File: src/rtl/wb_port_arbiter_pkg.sv
// -----------------------------------------------------------------------------
// wb_port_arbiter_pkg
// Constants and types shared between the register-file write-port arbiter and
// its result FIFO.
//   CPU_DATA_W   : register/data width
//   CPU_ADDR_W   : register address width
//   CPU_NUM_REGS : number of architectural registers
//   port_owner_e : which source drives the register-file write port this cycle
// -----------------------------------------------------------------------------
package wb_port_arbiter_pkg;

    localparam int CPU_DATA_W   = 16;
    localparam int CPU_ADDR_W   = 4;
    localparam int CPU_NUM_REGS = 1 << CPU_ADDR_W;

    typedef enum logic [1:0] {
        PORT_IDLE   = 2'd0,
        PORT_WSTAGE = 2'd1,
        PORT_MC     = 2'd2
    } port_owner_e;

endpackage

File: src/rtl/wb_result_fifo.sv
// -----------------------------------------------------------------------------
// wb_result_fifo
// Small synchronous FIFO that buffers multicycle results until the register
// file write port is free.
//   clk, reset : clock, asynchronous active-low reset (empties the FIFO)
//   push       : write pushData at the clock edge (ignored when full)
//   pushData   : entry to write
//   pop        : discard the head entry at the clock edge (ignored when empty)
//   full/empty : occupancy flags from registered state
//   count      : number of valid entries
//   headData   : oldest entry, valid whenever empty is 0
// DEPTH must be a power of two so the pointers wrap naturally.
// -----------------------------------------------------------------------------
module wb_result_fifo #(
    parameter int WIDTH = 20,
    parameter int DEPTH = 2
) (
    input  logic                     clk,
    input  logic                     reset,
    input  logic                     push,
    input  logic [WIDTH-1:0]         pushData,
    input  logic                     pop,
    output logic                     full,
    output logic                     empty,
    output logic [$clog2(DEPTH):0]   count,
    output logic [WIDTH-1:0]         headData
);

    localparam int PTR_W = $clog2(DEPTH);
    localparam int CNT_W = PTR_W + 1;

    logic [WIDTH-1:0] mem [DEPTH];
    logic [PTR_W-1:0] wrPtr;
    logic [PTR_W-1:0] rdPtr;
    logic             doPush;
    logic             doPop;

    assign full     = (count == CNT_W'(DEPTH));
    assign empty    = (count == '0);
    assign doPush   = push && !full;
    assign doPop    = pop && !empty;
    assign headData = mem[rdPtr];

    // Storage carries no reset; only the pointers and count define validity.
    always_ff @(posedge clk) begin
        if (doPush) begin
            mem[wrPtr] <= pushData;
        end
    end

    always_ff @(posedge clk or negedge reset) begin
        if (!reset) begin
            wrPtr <= '0;
            rdPtr <= '0;
            count <= '0;
        end else begin
            if (doPush) begin
                wrPtr <= wrPtr + 1'b1;
            end
            if (doPop) begin
                rdPtr <= rdPtr + 1'b1;
            end
            case ({doPush, doPop})
                2'b10:   count <= count + 1'b1;
                2'b01:   count <= count - 1'b1;
                default: count <= count;
            endcase
        end
    end

endmodule

File: src/rtl/wb_port_arbiter.sv
// -----------------------------------------------------------------------------
// wb_port_arbiter
// Sole owner of the register-file write port. The in-order W stage always wins
// the port; buffered multicycle (mul/div) results use it on cycles where the W
// stage does not write. Also keeps a busy scoreboard of multicycle
// destinations and raises stall_req when a buffered result is starved.
//
// Ports:
//   clk, reset                 : clock, asynchronous active-low reset
//   RegWriteW, MemToRegW,
//   destAddW, MemReadDataW,
//   alu_resultW                : W-stage write request (combinational path)
//   mc_issue, mc_issue_dest    : multicycle op issued, marks dest busy
//   mc_valid, mc_ready,
//   mc_dest, mc_data           : multicycle result handshake
//   rf_we, rf_waddr, rf_wdata  : register-file write port
//   busy_mask                  : bit i set = reg i awaits multicycle writeback
//   stall_req                  : ask hazard unit for writeback bubbles
//   scoreboard_err             : sticky protocol-violation flag
//
// Handshake: a result transfers on a rising edge where mc_valid && mc_ready.
// mc_ready depends only on registered FIFO occupancy, never on mc_valid. While
// mc_valid is high and mc_ready low, the source must hold mc_dest/mc_data.
// -----------------------------------------------------------------------------
module wb_port_arbiter
    import wb_port_arbiter_pkg::*;
#(
    parameter int DATA_W       = CPU_DATA_W,
    parameter int ADDR_W       = CPU_ADDR_W,
    parameter int FIFO_DEPTH   = 2,
    parameter int STARVE_LIMIT = 4
) (
    input  logic                     clk,
    input  logic                     reset,
    input  logic                     RegWriteW,
    input  logic                     MemToRegW,
    input  logic [ADDR_W-1:0]        destAddW,
    input  logic [DATA_W-1:0]        MemReadDataW,
    input  logic [DATA_W-1:0]        alu_resultW,
    input  logic                     mc_issue,
    input  logic [ADDR_W-1:0]        mc_issue_dest,
    input  logic                     mc_valid,
    output logic                     mc_ready,
    input  logic [ADDR_W-1:0]        mc_dest,
    input  logic [DATA_W-1:0]        mc_data,
    output logic                     rf_we,
    output logic [ADDR_W-1:0]        rf_waddr,
    output logic [DATA_W-1:0]        rf_wdata,
    output logic [(1<<ADDR_W)-1:0]   busy_mask,
    output logic                     stall_req,
    output logic                     scoreboard_err
);

    localparam int NUM_REGS = 1 << ADDR_W;
    localparam int ENTRY_W  = ADDR_W + DATA_W;
    localparam int CNT_W    = $clog2(FIFO_DEPTH) + 1;
    localparam int STARVE_W = $clog2(STARVE_LIMIT + 1);

    logic                fifoFull;
    logic                fifoEmpty;
    logic [CNT_W-1:0]    fifoCount;
    logic [ENTRY_W-1:0]  headEntry;
    logic [ADDR_W-1:0]   headDest;
    logic [DATA_W-1:0]   headData;
    logic                mcPush;
    logic                mcPop;
    port_owner_e         owner;
    logic [STARVE_W-1:0] starveCnt;
    logic [NUM_REGS-1:0] busyNext;
    logic                issueClash;
    logic                popOrphan;

    assign mc_ready = !fifoFull;
    assign mcPush   = mc_valid && !fifoFull;
    // The head is granted only on cycles the W stage leaves the port free.
    assign mcPop    = !fifoEmpty && !RegWriteW;

    assign headDest = headEntry[ENTRY_W-1:DATA_W];
    assign headData = headEntry[DATA_W-1:0];

    wb_result_fifo #(
        .WIDTH (ENTRY_W),
        .DEPTH (FIFO_DEPTH)
    ) u_fifo (
        .clk      (clk),
        .reset    (reset),
        .push     (mcPush),
        .pushData ({mc_dest, mc_data}),
        .pop      (mcPop),
        .full     (fifoFull),
        .empty    (fifoEmpty),
        .count    (fifoCount),
        .headData (headEntry)
    );

    // Port ownership; reset gating keeps rf_we low while reset is held even
    // if the W stage is still presenting a write.
    always_comb begin
        owner = PORT_IDLE;
        if (!reset) begin
            owner = PORT_IDLE;
        end else if (RegWriteW) begin
            owner = PORT_WSTAGE;
        end else if (!fifoEmpty) begin
            owner = PORT_MC;
        end
    end

    always_comb begin
        rf_we    = 1'b0;
        rf_waddr = '0;
        rf_wdata = '0;
        case (owner)
            PORT_WSTAGE: begin
                rf_we    = 1'b1;
                rf_waddr = destAddW;
                rf_wdata = MemToRegW ? MemReadDataW : alu_resultW;
            end
            PORT_MC: begin
                rf_we    = 1'b1;
                rf_waddr = headDest;
                rf_wdata = headData;
            end
            default: begin
                rf_we    = 1'b0;
            end
        endcase
    end

    // Starvation: a non-empty FIFO that is not popped is necessarily denied
    // by the W stage, so that is the only case the counter advances.
    always_ff @(posedge clk or negedge reset) begin
        if (!reset) begin
            starveCnt <= '0;
        end else if (mcPop || (fifoCount == '0)) begin
            starveCnt <= '0;
        end else if (starveCnt != STARVE_W'(STARVE_LIMIT)) begin
            starveCnt <= starveCnt + 1'b1;
        end
    end

    // stall_req follows the saturated counter by one cycle and drops the
    // cycle after a pop; the pop also clears the counter so it cannot
    // re-assert until a fresh run of denials.
    always_ff @(posedge clk or negedge reset) begin
        if (!reset) begin
            stall_req <= 1'b0;
        end else if (mcPop) begin
            stall_req <= 1'b0;
        end else if (starveCnt == STARVE_W'(STARVE_LIMIT)) begin
            stall_req <= 1'b1;
        end
    end

    // Busy scoreboard: clear on pop first, then set on issue so a same-cycle
    // set of the same register wins.
    always_comb begin
        busyNext = busy_mask;
        if (mcPop) begin
            busyNext[headDest] = 1'b0;
        end
        if (mc_issue) begin
            busyNext[mc_issue_dest] = 1'b1;
        end
    end

    // Re-issuing to a register that is being written back this very cycle is
    // legal: its previous result leaves the scoreboard at the same edge.
    assign issueClash = mc_issue && busy_mask[mc_issue_dest] &&
                        !(mcPop && (headDest == mc_issue_dest));
    assign popOrphan  = mcPop && !busy_mask[headDest];

    always_ff @(posedge clk or negedge reset) begin
        if (!reset) begin
            busy_mask      <= '0;
            scoreboard_err <= 1'b0;
        end else begin
            busy_mask      <= busyNext;
            scoreboard_err <= scoreboard_err | issueClash | popOrphan;
        end
    end

endmodule

File: config.mk
export PLATFORM = sky130hd
export DESIGN_NAME = wb_port_arbiter
export DESIGN_NICKNAME = d
export VERILOG_FILES = /design/src/rtl/wb_port_arbiter_pkg.sv /design/src/rtl/wb_result_fifo.sv /design/src/rtl/wb_port_arbiter.sv
export SDC_FILE = /design/constraint.sdc
export NUM_CORES = 1
export LEC_CHECK = 0
export ABC_AREA = 1
export BUFFER_PORTS_ARGS = -buffer_cell sky130_fd_sc_hd__buf_2
export CAP_MARGIN = 25
export CORE_ASPECT_RATIO = 1.4
export CORE_UTILIZATION = 50
export CTS_CLUSTER_DIAMETER = 40
export DETAILED_ROUTE_END_ITERATION = 7
export PLACE_DENSITY = 0.78
export SLEW_MARGIN = 20
export SYNTH_ARGS = -nofsm -noshare
export SYNTH_HDL_FRONTEND = slang
export SYNTH_SLANG_ARGS = --single-unit
File: constraint.sdc
create_clock -name clk -period 2.61 [get_ports clk]
set_input_delay 0.6525 -clock clk [delete_from_list [all_inputs] [get_ports clk]]
set_output_delay 0.6525 -clock clk [all_outputs]
set_load 0.05 [all_outputs]
==> results.cfg, run 1 <==
[critical_path]
worstPathArrival_ns = 1.85
path_cells = inv_2, a21oi_2, nand2_2, buf_12, o32ai_1, buf_4
crit_fanout = 17
crit_type = flip-flop to output pin
critPathRequiredTime_ns = 1.96
slowest_delay_ns = 0.44
critPathSlowestCell = dfrtp_1
endpoint_kind = output pin
start_kind = flip-flop

[cts]
clkSlewWorstSetupHoldPaths_ns = 0.07
tritoncts = built
cts-hold-fix-buffers = 0
clk_latency_ns = 0.33
clock-sinks = 65
cts_buffers = 9
cts-resized-gates = 0
htreeDepth = 3
clk_path_buf_depth = 2
root_buffer = clkbuf_8
post-cts-setup-buffer-count = 0

[logic_synthesis]
yosysWarningCount = 0
syn_area_um2 = 3420
syn_nets = 440
ys_ff_latch = 65
yosysSeqAreaShare = 0.535
syn_inst = 371
ys_types = 31
syn_area_per_cell_um2 = 9.21

[pwr]
p_int_w = 0.00255
p_leak_nw = 2.01
power_w = 0.00494
p_clk_frac = 0.160
irDropWorstVdd_v = 0.000574
switching_share = 0.484
p_comb_frac = 0.494
p_sw_w = 0.00239
power_density_nw_per_um2 = 1160
seq_power_share = 0.346

[finish]
area_delta_synth_final_pct = 24.6
final_cell_mix = 97 x buf_2, 90 x nand2_1, 50 x nor2_1, 40 x edfxtp_1, 25 x dfrtp_1
num_antenna_cells = 0
drive_gt1_frac = 0.315
final_common_cell = buf_2
nets = 550
n_fill_cell = 552
utilization = 0.644

[global_routing]
grt_pass1_wl_um = 13500
overflow = 0
globalRouteTotalUtil = 0.247
grt_max_degree = 22
antenna_found_initial = 0
grt_pass1_vias = 2983

[status]
outcome = finished, final reports clean

[floorplan]
initial_core_util = 0.517
die_y_um = 99.8
fp-row-count = 35
die-area_um2 = 7170
ios = 106
core_area_um2 = 6610
chipWidth_um = 71.9

[worst_hold_path]
hold_path.class = primary input to asynchronous set/reset pin

[placement]
place_ws_ns = 0.126
port_buffers = 105
dp_hpwl_um = 6390
gp_congestion = 0.985

[route]
drtIter0Drc = 185
drc = 0
dr.pass1.iters = 6
routedWlPerCell_um = 14.5
dr_total_vias = 3086
vias_per_cell = 5.34
wirelength_um = 8410
ant_nets = 0

[job]
maxCapViolCount = 0

[sta]
tightest_slew_ns = 0.478
timing.final.crit_share = 0.960
fmax_ghz = 0.399
skew_ns = 0.00671
setup_ws_ns = 0.104
maxSlewViolCount = 0
setup_viol = 0
hold_viol = 0
period_minus_slack_ns = 2.51
slew_headroom = 0.681
Yosys cell counts:
cell	instances	area share
nand3_1	15	0.022
o32ai_1	16	0.041
o21ai_4	1	0.0048
nor2_1	52	0.057
edfxtp_1	40	0.35
o21ai_0	22	0.032
inv_4	2	0.0037
nor2_4	1	0.0033
o21ai_1	14	0.021
nand4_1	1	0.0018
clkbuf_1	1	0.0011
buf_1	1	0.0011
nand2_4	2	0.0066
inv_1	23	0.025
inv_2	5	0.0055
a32o_1	3	0.0088
xor2_1	3	0.0077
buf_2	9	0.013
ha_1	3	0.011
xnor2_1	2	0.0051
nand2_2	8	0.015
nand2_1	91	0.10
a21oi_2	1	0.0026
buf_6	4	0.013
nor2_2	2	0.0037
a21oi_1	5	0.0073
a21boi_1	1	0.0022
mux2i_1	16	0.047
nor3_1	1	0.0015
o22ai_1	1	0.0018
dfrtp_1	25	0.18
power by group through the flow:
stage                     clock [W]  sequential (W)  combinational, W
after floorplan                   0         0.00209           0.00144
after CTS                  0.000811         0.00170           0.00242
after detailed placement          0         0.00172           0.00241
after global routing       0.000859         0.00175           0.00265
final                      0.000790         0.00171           0.00244
after global placement            0         0.00171           0.00237
layer usage:
| metal | vias to the layer above | share of wire | global-route usage |
|---|---|---|---|
| met4 | 0 | 0.031 | 0.110 |
| li1 | 1482 | - | - |
| met5 | - | 0 | 0 |
| met2 | 170 | 0.51 | 0.434 |
| met1 | 1410 | 0.39 | 0.284 |
| met3 | 24 | 0.074 | 0.0582 |
critical path: cells and delay by family (launching register included):
| family | cells | cell delay (ns) |
|---|---|---|
| and+or+nand+nor | 1 | 0.12 |
| DFF | 1 | 0.44 |
| AOI/OAI and AO/OA | 2 | 0.45 |
| buffers and inverters | 3 | 0.49 |
cells by family (layout without fill, tap and decap cells):
family	after synthesis	in the layout	synth area share
adder cells (fa/ha/maj)	3	3	0.0110
AND/OR/NAND/NOR	173	173	0.211
AO/OA/AOI/OAI	64	64	0.121
buffers and inverters	45	160	0.0630
multiplexers	16	16	0.0469
XOR/XNOR	5	5	0.0128
flip-flops	65	65	0.535
sequential cells by signal, indices dropped and copies added, names as in the netlist:
name and flops:
busy_mask 16, u_fifo.rdPtr 1, u_fifo.mem 40, u_fifo.wrPtr 1, scoreboard_err 1, starveCnt 3
stall_req 1, u_fifo.count 2
through the flow:
stage	cell area, um^2	hold WS (ns)	TNS [ns]	std cells
after floorplan	3420	0.357	-5.41	371
after global placement	4050	0.465	0	562
after detailed placement	4050	0.470	0	562
after CTS	4230	0.267	0	578
after global routing	4260	0.284	-0.0101	578
final	4260	0.293	0	578
path summary, 6_finish.rpt:
check	from	endpoint	slack, ns	cells after the start
hold reg to reg	scoreboard_err$_DFF_PN0_	scoreboard_err$_DFF_PN0_	0.47	2
min in group clk	scoreboard_err$_DFF_PN0_	scoreboard_err$_DFF_PN0_	0.47	2
hold / removal	reset	u_fifo.count[1]$_DFFE_PN0P_	0.29	2
max in group asynchronous	reset	scoreboard_err$_DFF_PN0_	2.03	2
setup reg to reg	u_fifo.rdPtr$_DFFE_PN0P_	busy_mask[9]$_DFF_PN0_	0.85	7
setup / recovery	u_fifo.count[0]$_DFFE_PN0P_	rf_wdata[13]	0.10	6
layout make-up:
cell class	count	area (um^2)	area share
Multi-Input combinational cell	261	1380	0.325
Clock inverter	6	58.8	0.0138
Tap cell	92	115	0.0270
Sequential cell	65	1830	0.429
Timing Repair Buffer	114	626	0.147
Inverter	30	120	0.0282
Clock buffer	10	128	0.0300
(Power assumes the default switching activity.)
==> run 2, diff against run 1 <==
Settings changed: ABC_AREA 1 to default, CORE_MARGIN from default to 5, CTS_CLUSTER_SIZE from default to 10, PLACE_DENSITY 0.78 to 0.79.
==> run 2 against run 1 <==
Net effect: clock skew grew 0.0015 ns; clock power shrank 14%; hold slack gained 0.00065 ns; wire length shrank 8.3%; via count shrank 16%; core utilization grew 1.7 points; global-route usage shrank 5.4 points; non-clock buffer count grew 4; sequential cell count is the same; critical path depth grew 1; cell count shrank 22%; critical path type is now primary input to output pin; largest power group unchanged; highest routed layer unchanged.
==> results.cfg, run 2 <==
[status]
outcome = finished, final reports clean

[logic_synthesis]
synth-compound-area-share = 0.117
synth_ff_type = edfxtp_1
ys_top_cells_by_area = edfxtp_1 37%, dfrtp_1 19%, mux2i_1 11%, mux4_2 4.9%, o21ai_0 4.2%
yosysTopAreaCellShare = 0.370
yosysSeqAreaShare = 0.563
async_flop_share = 0.385
ys_ff_latch = 65
syn_inst = 258
synthSimpleGateAreaFrac = 0.0848
syn_area_um2 = 3250
yosysMostFrequentCell = edfxtp_1
syn_area_per_cell_um2 = 12.6
synth-xor-area-share = 0.0270
ys_types = 40
yosysWarningCount = 0
synthAdderAreaFrac = 0.0116
synth_commonest_cells = 40 x edfxtp_1, 35 x mux2i_1, 27 x o21ai_0
synth_top_cell_by_area = edfxtp_1
muxShareOfSynthArea = 0.171
synth_edf_count = 40
syn_nets = 327
synth_top_family_by_area = multiplexers

[pwr]
switching_share = 0.448
power_w = 0.00461
power_density_nw_per_um2 = 1120
p_sw_w = 0.00206
irDropWorstVdd_v = 0.000710
p_int_w = 0.00254
p_leak_nw = 1.79
p_clk_frac = 0.148
p_comb_frac = 0.491
seq_power_share = 0.362

[route]
wirelength_um = 7710
routedWlPerCell_um = 17.1
drtIter0Drc = 102
dr_total_vias = 2587
drc = 0
vias_per_cell = 5.75
ant_nets = 0
dr.pass1.iters = 4

[finish]
area_delta_synth_final_pct = 27.3
largest_reg_flops = 40
n_fill_cell = 495
largestRegisters = u_fifo.mem (40), busy_mask (16), starveCnt (3)
final_common_cell = buf_2
regMostFlops = u_fifo.mem
nets = 443
num_antenna_cells = 0
final_cell_count_no_fill = 450
final_cell_mix = 105 x buf_2, 40 x edfxtp_1, 35 x mux2i_1, 25 x dfrtp_1, 23 x o21ai_0
final-seq-area_um2 = 1830
multi_input_area_um2 = 1410
utilization = 0.660
drive_gt1_frac = 0.415

[placement]
gp_congestion = 0.916
port_buffers = 105
dp_cells = 435
dp_hpwl_um = 5930

[sta]
holdWs_ns = 0.293
rsz0062_at_grt = no
period_minus_slack_ns = 2.43
tightest_slew_ns = 0.502
fmax_ghz = 0.412
timing.final.crit_share = 0.931
slew_headroom = 0.665
skew_ns = 0.00823
setup_viol = 0
hold_viol = 0
fin_setup_tns_ns = 0
maxSlewViolCount = 0

[cts]
clkSlewWorstSetupHoldPaths_ns = 0.07
clk_latency_ns = 0.33
clock-sinks = 65
cts-resized-gates = 0
clk_path_buf_depth = 2
post-cts-setup-buffer-count = 0
tritoncts = built
cts_buffers = 9
root_buffer = clkbuf_8
cts-hold-fix-buffers = 0
htreeDepth = 3

[critical_path]
r2r_slack_ns = 0.53
critPathRequiredTime_ns = 1.96
r2r-end = scoreboard_err$_DFF_PN0_
start_kind = primary input
path_cells = buf_2, o21bai_1, inv_1, nand2_1, buf_12, o22ai_1, buf_2
crit_fanout = 17
critPathSlowestCell = buf_2
crit_top_cell = buf_2
worstPathArrival_ns = 1.78
regToRegStartpoint = u_fifo.rdPtr$_DFFE_PN0P_
reg2reg_depth = 6
slowest_delay_ns = 0.29
crit_type = primary input to output pin
endpoint_kind = output pin

[global_routing]
grt_pass1_wl_um = 12600
grt_pass1_vias = 2735
globalRouteTotalUtil = 0.193
antenna_found_initial = 0
grt_max_degree = 18
overflow = 0

[floorplan]
die-area_um2 = 8230
initial_core_util = 0.519
die_y_um = 105
chipWidth_um = 78.1
core_area_um2 = 6250
fp-row-count = 34
ios = 106

[worst_hold_path]
hold_path.class = primary input to asynchronous set/reset pin

[job]
maxCapViolCount = 0
[run 2: kinds of logic (layout without fill, tap and decap cells)]
kind of cell	Yosys count	count (layout)
compound gates	62	62
xor+xnor	10	10
fa+ha+maj	3	3
buf+inv	18	138
flops	65	65
mux	45	45
simple gates	55	55
[run 2: power groups by stage]
stage          Combinational (W)  Clock (W)  Sequential [W]
3_3_place_gp             0.00224          0         0.00167
4_1_cts                  0.00228   0.000702         0.00166
2_1_floorplan            0.00128          0         0.00209
3_5_place_dp             0.00227          0         0.00169
6_report                 0.00226   0.000680         0.00167
5_1_grt                  0.00242   0.000748         0.00171
[run 2: stage by stage]
stage | worst slack (ns) | area, um^2
after floorplan | -0.184 | 3320
after global placement | 0.251 | 3980
after detailed placement | 0.223 | 3980
after CTS | 0.182 | 4130
after global routing | 0.0976 | 4130
final | 0.180 | 4130
[run 2: final cells by class]
type                       count  area share
sequential                    65       0.442
multi-input combinational    175       0.341
inverter                       5     0.00454
timing repair buffer         118       0.154
clock buffer                  10      0.0309
tap                           72      0.0218
clock inverter                 5     0.00576
[run 2: how the worst max path moves through the flow]
stage	start	slack, ns	depth (start not counted)	to
3_3_place_gp	RegWriteW	0.25	7	rf_wdata[5]
4_1_cts	RegWriteW	0.18	7	rf_wdata[12]
2_1_floorplan	RegWriteW	-0.18	5	rf_wdata[0]
5_1_grt	RegWriteW	0.1	7	rf_wdata[15]
3_5_place_dp	RegWriteW	0.22	7	rf_wdata[12]
6_report	RegWriteW	0.18	7	rf_wdata[12]
[run 2: routing by layer]
| metal | wire, um | track usage |
|---|---|---|
| met4 | 153 | 0.0870 |
| met2 | 4000 | 0.338 |
| met5 | 0 | 0 |
| met1 | 2830 | 0.213 |
| met3 | 718 | 0.0546 |
[run 2: worst max-delay path: cells and delay by family]
kind | cells | cell delay (ns)
and+or+nand+nor | 1 | 0.11
AOI/OAI and AO/OA | 2 | 0.35
buffers and inverters | 4 | 0.68
==> run 3, diff against run 2 <==
Settings changed: GPL_TIMING_DRIVEN from default to 0.
Clock period 2.61 ns to 2.8 ns, I/O delays scaled along.
==> run 3 against run 2 <==
Net effect: count of clock-buffer cells in the layout up 3; clock power increased by 19%; first-iteration DRC count is 54% higher; worst setup slack worse by 0.079 ns; cell area rose by 1.6%; combinational power fell by 4%.
==> results.cfg, run 3 (synthesis results as in run 2) <==
[status]
outcome = finished, final reports clean

[critical_path]
critPathSlowestCell = o21bai_4
r2r-end = scoreboard_err$_DFF_PN0_
regToRegStartpoint = u_fifo.rdPtr$_DFFE_PN0P_
endpoint_kind = output pin
critPathTopFamily = buffers and inverters
crit_fanout = 10
crit_cells = 7
critPathRequiredTime_ns = 2.10
slowest_delay_ns = 0.23
crit_top_cell = buf_2
r2r_slack_ns = 0.74
worstPathArrival_ns = 2.00
crit_type = primary input to output pin
reg2reg_depth = 6
start_kind = primary input
critPathBufInv = 4
path_cells = buf_2, o21bai_4, inv_2, nand2_1, buf_2, o22ai_1, buf_4

[global_routing]
grt_max_degree = 32
grt_pass1_vias = 2881
grt_pass1_wl_um = 13800
antenna_found_initial = 0
overflow = 0
globalRouteTotalUtil = 0.211

[finish]
final_cell_mix = 86 x buf_2, 40 x edfxtp_1, 35 x mux2i_1, 26 x o21ai_0, 25 x dfrtp_1
multi_input_area_um2 = 1410
largest_reg_flops = 40
design_area_um2 = 4200
utilization = 0.671
drive_gt1_frac = 0.402
regMostFlops = u_fifo.mem
final_cell_count_no_fill = 449
n_fill_cell = 467
area_delta_synth_final_pct = 29.3
final-seq-area_um2 = 1830
final_common_cell = buf_2
largestRegisters = u_fifo.mem (40), busy_mask (16), starveCnt (3)
nets = 440

[floorplan]
fp-row-count = 34
ios = 106
chipWidth_um = 78.1
die-area_um2 = 8230
core_area_um2 = 6250
initial_core_util = 0.519
die_y_um = 105

[route]
routed-wl-met3_um = 699
met2_length_um = 4390
top_layer = met4
wirelength_um = 8450
dr.pass1.iters = 4
vias_per_cell = 5.92
drtIter0Drc = 157
dr_total_vias = 2657
drc = 0
wl_met1_um = 3070
ant_nets = 0
routedWlPerCell_um = 18.8

[cts]
clk_path_buf_depth = 2
root_buffer = clkbuf_8
tritoncts = built
clock-sinks = 65
htreeDepth = 3
post-cts-setup-buffer-count = 0
clk_latency_ns = 0.34
clkSlewWorstSetupHoldPaths_ns = 0.07
cts_buffers = 9

[placement]
gp_congestion = 0.926
dp_cells = 434
dp_hpwl_um = 6320
place_area_um2 = 3930
port_buffers = 103

[pwr]
p_clk_frac = 0.178
p_sw_w = 0.00199
seq_power_share = 0.347
power_density_nw_per_um2 = 1080
p_comb_frac = 0.475
switching_share = 0.440
irDropWorstVdd_v = 0.000595
p_int_w = 0.00254
p_leak_nw = 1.78

[sta]
period_minus_slack_ns = 2.70
skew_ns = 0.00855
tightest_slew_ns = 0.952
rsz0062_at_grt = no
timing.final.crit_share = 0.964
fmax_ghz = 0.370
fin_setup_tns_ns = 0
setup_viol = 0
slew_headroom = 0.365
maxSlewViolCount = 0
hold_viol = 0

[worst_hold_path]
hold_path.class = primary input to asynchronous set/reset pin

[job]
maxCapViolCount = 0
==> run 3: changes by cell type in the layout (fill, tap and decap cells not counted), moves of 3 or more <==
cell,before,now
buf_6,0,3
o21ai_0,23,26
buf_4,12,21
buf_2,105,86
clkbuf_1,1,4
==> run 3: worst max-delay path by stage <==
| stage | start | to | slack [ns] |
|---|---|---|---|
| 3_3_place_gp | RegWriteW | rf_waddr[2] | -0.54 |
| 4_1_cts | RegWriteW | rf_wdata[3] | 0.003 |
| 3_5_place_dp | RegWriteW | rf_waddr[2] | -0.59 |
| 2_1_floorplan | RegWriteW | rf_waddr[0] | -0.35 |
| 5_1_grt | RegWriteW | rf_wdata[2] | 0.02 |
| 6_report | RegWriteW | rf_wdata[2] | 0.10 |
==> run 3: cell type report <==
class,count,area share
multi-input combinational,175,0.335
timing repair buffer,104,0.140
buffer,11,0.0152
antenna,1,0.000596
clock buffer,13,0.0379
sequential,65,0.435
clock inverter,3,0.00954
inverter,5,0.00447
tap,72,0.0215
==> run 3: per-layer routing <==
layer,vias to the layer above,global-route usage
met5,-,0
met4,0,0.106
met3,27,0.0503
met2,132,0.369
met1,1277,0.235
li1,1221,-
==> run 3: what timing repair did <==
| item | in CTS | in global routing |
|---|---|---|
| setup endpoints to repair | 21 | 20 |
| hold buffers | 0 | 0 |
| pin swaps | 0 | 0 |
| resized for setup | 27 | 5 |
==> run 3: power by group through the flow <==
| stage | sequential [W] | clock, W | combinational (W) |
|---|---|---|---|
| 3_5_place_dp | 0.00158 | 0 | 0.00212 |
| 6_report | 0.00157 | 0.000807 | 0.00216 |
| 2_1_floorplan | 0.00195 | 0 | 0.00119 |
| 4_1_cts | 0.00156 | 0.000820 | 0.00217 |
| 5_1_grt | 0.00161 | 0.000862 | 0.00230 |
| 3_3_place_gp | 0.00156 | 0 | 0.00205 |
==> run 3: through the flow <==
step / hold WS, ns / power, W / worst slack [ns]
floorplan: 0.404 / 0.00313 / -0.352
global placement: 0.454 / 0.00361 / -0.539
detailed placement: 0.455 / 0.00370 / -0.594
CTS: 0.273 / 0.00456 / 0.00267
global route: 0.229 / 0.00477 / 0.0237
finish: 0.214 / 0.00453 / 0.101
